==> src/rtl/hs_ram_arbiter.sv <==
// hs_ram_arbiter: shares the single-port work RAM between the game CPU and the hiscore engine
// Ports:
//   clk, reset                    core clock, synchronous active-high reset
//   vblank                        core vertical blank (clk-synchronous)
//   hs_req, hs_address,           hiscore request level, address, write data, write strobe
//   hs_data_in, hs_write
//   hs_data_out                   RAM read data to hiscore (ram_dout passthrough)
//   hs_grant, pause_cpu           hiscore owns RAM / CPU halt request
//   cpu_addr, cpu_din, cpu_we     CPU RAM port
//   ram_addr, ram_din, ram_we     muxed RAM port
//   ram_dout                      RAM read data
module hs_ram_arbiter #(
    parameter int AW       = 16,
    parameter int DW       = 8,
    parameter int SETTLE   = 4,
    parameter int MAX_HOLD = 1023
) (
    input  logic          clk,
    input  logic          reset,
    input  logic          vblank,
    input  logic          hs_req,
    input  logic [AW-1:0] hs_address,
    input  logic [DW-1:0] hs_data_in,
    input  logic          hs_write,
    output logic [DW-1:0] hs_data_out,
    output logic          hs_grant,
    output logic          pause_cpu,
    input  logic [AW-1:0] cpu_addr,
    input  logic [DW-1:0] cpu_din,
    input  logic          cpu_we,
    output logic [AW-1:0] ram_addr,
    output logic [DW-1:0] ram_din,
    output logic          ram_we,
    input  logic [DW-1:0] ram_dout
);
    localparam int CW = SETTLE > 1 ? $clog2(SETTLE) : 1;
    localparam int HW = MAX_HOLD > 1 ? $clog2(MAX_HOLD) : 1;
    typedef enum logic [2:0] {S_IDLE, S_WAIT, S_SETTLE, S_GRANT, S_RELEASE} state_t;
    state_t        state_q;
    logic          pause_q, grant_q, vbl_q, rearm_q;
    logic [CW-1:0] cnt_q;
    logic [HW-1:0] hold_q;
    logic          vbl_rise;
    assign vbl_rise = vblank & ~vbl_q;
    always_ff @(posedge clk) begin
        if (reset) begin
            state_q <= S_IDLE;
            pause_q <= 1'b0;
            grant_q <= 1'b0;
            cnt_q   <= '0;
            hold_q  <= '0;
            vbl_q   <= 1'b0;
            rearm_q <= 1'b1;
        end else begin
            vbl_q <= vblank;
            if (!hs_req) rearm_q <= 1'b1;
            case (state_q)
                S_IDLE: if (hs_req && rearm_q) state_q <= S_WAIT;
                S_WAIT: begin
                    if (!hs_req) state_q <= S_IDLE;
                    else if (vbl_rise) begin
                        state_q <= S_SETTLE;
                        pause_q <= 1'b1;
                        cnt_q   <= CW'(SETTLE - 1);
                    end
                end
                S_SETTLE: begin
                    if (!hs_req) state_q <= S_RELEASE;
                    else if (cnt_q == '0) begin
                        state_q <= S_GRANT;
                        grant_q <= 1'b1;
                        hold_q  <= '0;
                    end else cnt_q <= cnt_q - CW'(1);
                end
                S_GRANT: begin
                    // a still-held request at the hold limit is a forced drop: disarm until hs_req falls
                    if (!hs_req || hold_q == HW'(MAX_HOLD - 1)) begin
                        state_q <= S_RELEASE;
                        grant_q <= 1'b0;
                        rearm_q <= !hs_req;
                    end else hold_q <= hold_q + HW'(1);
                end
                // pause held one extra cycle so no CPU write lands right after the hiscore access
                S_RELEASE: begin
                    state_q <= S_IDLE;
                    pause_q <= 1'b0;
                end
                default: state_q <= S_IDLE;
            endcase
        end
    end
    assign hs_grant    = grant_q;
    assign pause_cpu   = pause_q;
    assign ram_addr    = grant_q ? hs_address : cpu_addr;
    assign ram_din     = grant_q ? hs_data_in : cpu_din;
    assign ram_we      = grant_q ? hs_write : (cpu_we & ~pause_q);
    assign hs_data_out = ram_dout;
endmodule

==> config.mk <==
export PLATFORM = sky130hd
export DESIGN_NAME = hs_ram_arbiter
export DESIGN_NICKNAME = d
export VERILOG_FILES = /design/src/rtl/hs_ram_arbiter.sv
export SDC_FILE = /design/constraint.sdc
export NUM_CORES = 1
export LEC_CHECK = 0
export BUFFER_PORTS_ARGS = -buffer_cell sky130_fd_sc_hd__buf_2
export CAP_MARGIN = 20
export CELL_PAD_IN_SITES_DETAIL_PLACEMENT = 0
export CELL_PAD_IN_SITES_GLOBAL_PLACEMENT = 1
export CORE_ASPECT_RATIO = 1.2
export CORE_MARGIN = 3
export CORE_UTILIZATION = 30
export DETAILED_ROUTE_END_ITERATION = 10
export HOLD_SLACK_MARGIN = 0.15
export PLACE_DENSITY_LB_ADDON = 0.1
export SYNTH_ARGS = -nofsm -noshare
export SYNTH_HDL_FRONTEND = slang
export SYNTH_SLANG_ARGS = --single-unit
==> constraint.sdc <==
create_clock -name clk -period 5.8 [get_ports clk]
set_input_delay 0.87 -clock clk [delete_from_list [all_inputs] [get_ports clk]]
set_output_delay 0.87 -clock clk [all_outputs]
set_load 0.05 [all_outputs]
==> results.sh <==
export IMPL_core_um2=4420
export IMPL_clockRootBuffer="clkbuf_8"
export IMPL_drt_iter0_markers=17
export IMPL_cts_tree="built"
export IMPL_r2r_slack_ns=3.62
export IMPL_r2r_end="hold_q[4]"
export IMPL_status="completed"
export IMPL_drv_slew=0
export IMPL_wl_per_cell_um=15.0
export IMPL_clk_latency_ns=0.26
export IMPL_grt_pass1_wl_mm=7.24
export IMPL_syn_area_per_cell_um2=8.31
export IMPL_max_freq_mhz=384
export IMPL_initial_core_util=0.323
export IMPL_p_leak_nw=0.802
export IMPL_cts_made_buffers=3
export IMPL_critPathRequiredTime_ns=4.93
export IMPL_yosysWarningCount=0
export IMPL_antenna_cells_inserted=0
export IMPL_skew_ns=0.00218
export IMPL_ctsHoldBuffers=0
export IMPL_ys_ff_latch=19
export IMPL_fin_crit_ns=2.60
export IMPL_via_per_inst=5.22
export IMPL_critPathCaptureType="output port"
export IMPL_postCtsSetupRepairBufs=0
export IMPL_startpoint_type="flip-flop"
export IMPL_grt_usage=0.158
export IMPL_power_density_nw_per_um2=180
export IMPL_place_congestion=0.757
export IMPL_setup_slack_ns=3.20
export IMPL_drive_above_1_share=0.469
export IMPL_crit_end="ram_addr[4]"
export IMPL_arrival_ns=1.73
export IMPL_drtAntennaViolNets=0
export IMPL_min_path_type="reg2reg"
export IMPL_fin_setup_tns_ns=0
export IMPL_hpwl_mm=3.63
export IMPL_clk_pin_slew_ns=0.07
export IMPL_clockBufferDepth=2
export IMPL_grt_max_degree=29
export IMPL_slew_limit_headroom=0.604
export IMPL_antenna_found_initial=0
export IMPL_dieHeight_um=81.6
export IMPL_critPathMaxFanout=17
export IMPL_nFillCells=496
export IMPL_final_core_util=0.422
export IMPL_die_w_um=69
export IMPL_post_route_drc_count=0
export IMPL_ir_worst_vdd_mv=0.127
export IMPL_num_vias=1551
export IMPL_htreeDepth=1
export IMPL_r2r_cells=7
export IMPL_rsz0062_at_grt="false"
export IMPL_ctsResizeCount=0
export IMPL_final_setup_viol_count=0
export IMPL_io_buffers=80
export IMPL_clock_sinks=19
export IMPL_grt_pass1_vias=1449
export IMPL_grt_overflow_total=0
export IMPL_hold_viol_final=0
export IMPL_syn_area_um2=1430
export IMPL_wirelength_mm=4.46
export IMPL_syn_nets=237
export IMPL_critPathKind="reg2out"
export IMPL_final_nets=307
export IMPL_synth_seq_area_share=0.266
export IMPL_worst_slew_pin_slew_ns=0.580
export IMPL_cp_startpoint="hs_grant"
export IMPL_area_growth_pct=30.6
export IMPL_synth_cell_types=43
export IMPL_io_pins=97
export IMPL_drv_cap=0
export IMPL_dpl_worst_slack_ns=3.20
export IMPL_fin_area_um2=1870
export IMPL_place_area_um2=1810
export IMPL_rows=26
export IMPL_die_area_um2=5630
export IMPL_finalCritPeriodShare=0.449
export IMPL_rr_startpoint="hold_q[0]"
export IMPL_dr_pass1_iters=4
export IMPL_synthCells=172
==> stage by stage <==
step	cells	hold WS [ns]	total power, mW
after floorplan	172	0.468	0.228
after global placement	292	0.487	0.246
after detailed placement	292	0.482	0.246
after CTS	296	0.497	0.340
after global routing	297	0.510	0.352
final	297	0.494	0.336
==> per-layer routing <==
layer,vias up,track usage,part of all wire
met3,4,0.0551,0.10
met5,-,0,0
met4,0,0.0410,0.0090
met1,706,0.173,0.40
met2,78,0.293,0.49
li1,763,-,-
==> registers in the layout, indices dropped and copies added (netlist names) <==
name	flops
hold_q	10
vbl_q	1
hs_grant	1
rearm_q	1
pause_cpu	1
state_q	3
cnt_q	2
==> placed cells by master, fill, tap and decap left out, drive strengths merged, types with 4 or more instances in the layout <==
cell / synthesis / layout
buf: 10 / 81
mux2: 24 / 24
dfxtp: 19 / 19
nor2: 17 / 17
a21oi: 12 / 12
nand2: 11 / 11
inv: 8 / 8
o21ai: 6 / 6
nand3: 5 / 5
a2111oi: 4 / 4
nor3: 4 / 4
nand2b: 4 / 4
clkbuf: 6 / 4
==> kinds of logic after synthesis <==
logic type,Yosys count,share of synthesized area
AOI/OAI and AO/OA,40,0.197
xor gates and xnor gates,1,0.00613
adders and majority gates,3,0.0263
buffers and inverters,24,0.0858
DFF,19,0.266
muxes,25,0.196
and+or+nand+nor,60,0.222
==> report_power, final <==
| part | leakage (nW) | switching, mW | internal [mW] |
|---|---|---|---|
| clock | 0.0228 | 0.0454 | 0.0489 |
| combinational | 0.625 | 0.0679 | 0.0372 |
| sequential | 0.154 | 0.00379 | 0.133 |
| total | 0.802 | 0.117 | 0.219 |
==> how the worst min path moves through the flow <==
stage	to	startpoint	slack (ns)	cells past startpoint
global placement	cnt_q[0]	cnt_q[0]	0.49	2
finish	cnt_q[0]	cnt_q[0]	0.49	2
global route	cnt_q[0]	cnt_q[0]	0.51	2
floorplan	cnt_q[0]	cnt_q[0]	0.47	2
CTS	cnt_q[0]	cnt_q[0]	0.50	2
detailed placement	cnt_q[0]	cnt_q[0]	0.48	2
==> final cells by class <==
type,count,area [um2],share of cell area
multi-input cells,129,926,0.496
repair buffers,81,415,0.223
flip-flops and latches,19,380,0.204
well taps,56,70.1,0.0375
clock buffers,4,45.0,0.0241
inverters,8,30.0,0.0161
==> cell usage after synthesis, drive strengths merged <==
cell	count	area (um2)
mux2	24	270
dfxtp	19	380
nor2	17	63.8
a21oi	12	60.1
nand2	11	41.3
buf	10	70.1
inv	8	30.0
clkbuf	6	22.5
o21ai	6	30.0
nand3	5	25.0
a2111oi	4	35.0
nand2b	4	32.5
nor3	4	20.0
a211oi	3	22.5
a31oi	3	33.8
a41oi	3	26.3
ha	3	37.5
nand4	3	18.8
nor2b	3	18.8
and3	2	12.5
and4	2	17.5
or2	2	15.0
or3	2	12.5
or4	2	18.8
a21o	1	7.51
a22o	1	8.76
a31o	1	8.76
and2b	1	7.51
mux2i	1	10.0
nand3b	1	7.51
nor4	1	6.26
o211a	1	10.0
o211ai	1	7.51
o21bai	1	7.51
o22ai	1	6.26
o311ai	1	8.76
o32ai	1	8.76
xor2	1	8.76
==> worst max-delay path, cell delays in order, from the launching register on <==
cell	delay [ns]
dfxtp_1	0.64
buf_8	0.24
mux2_2	0.38
buf_2	0.22
No activity file was read; power rests on OpenSTA's default activity.
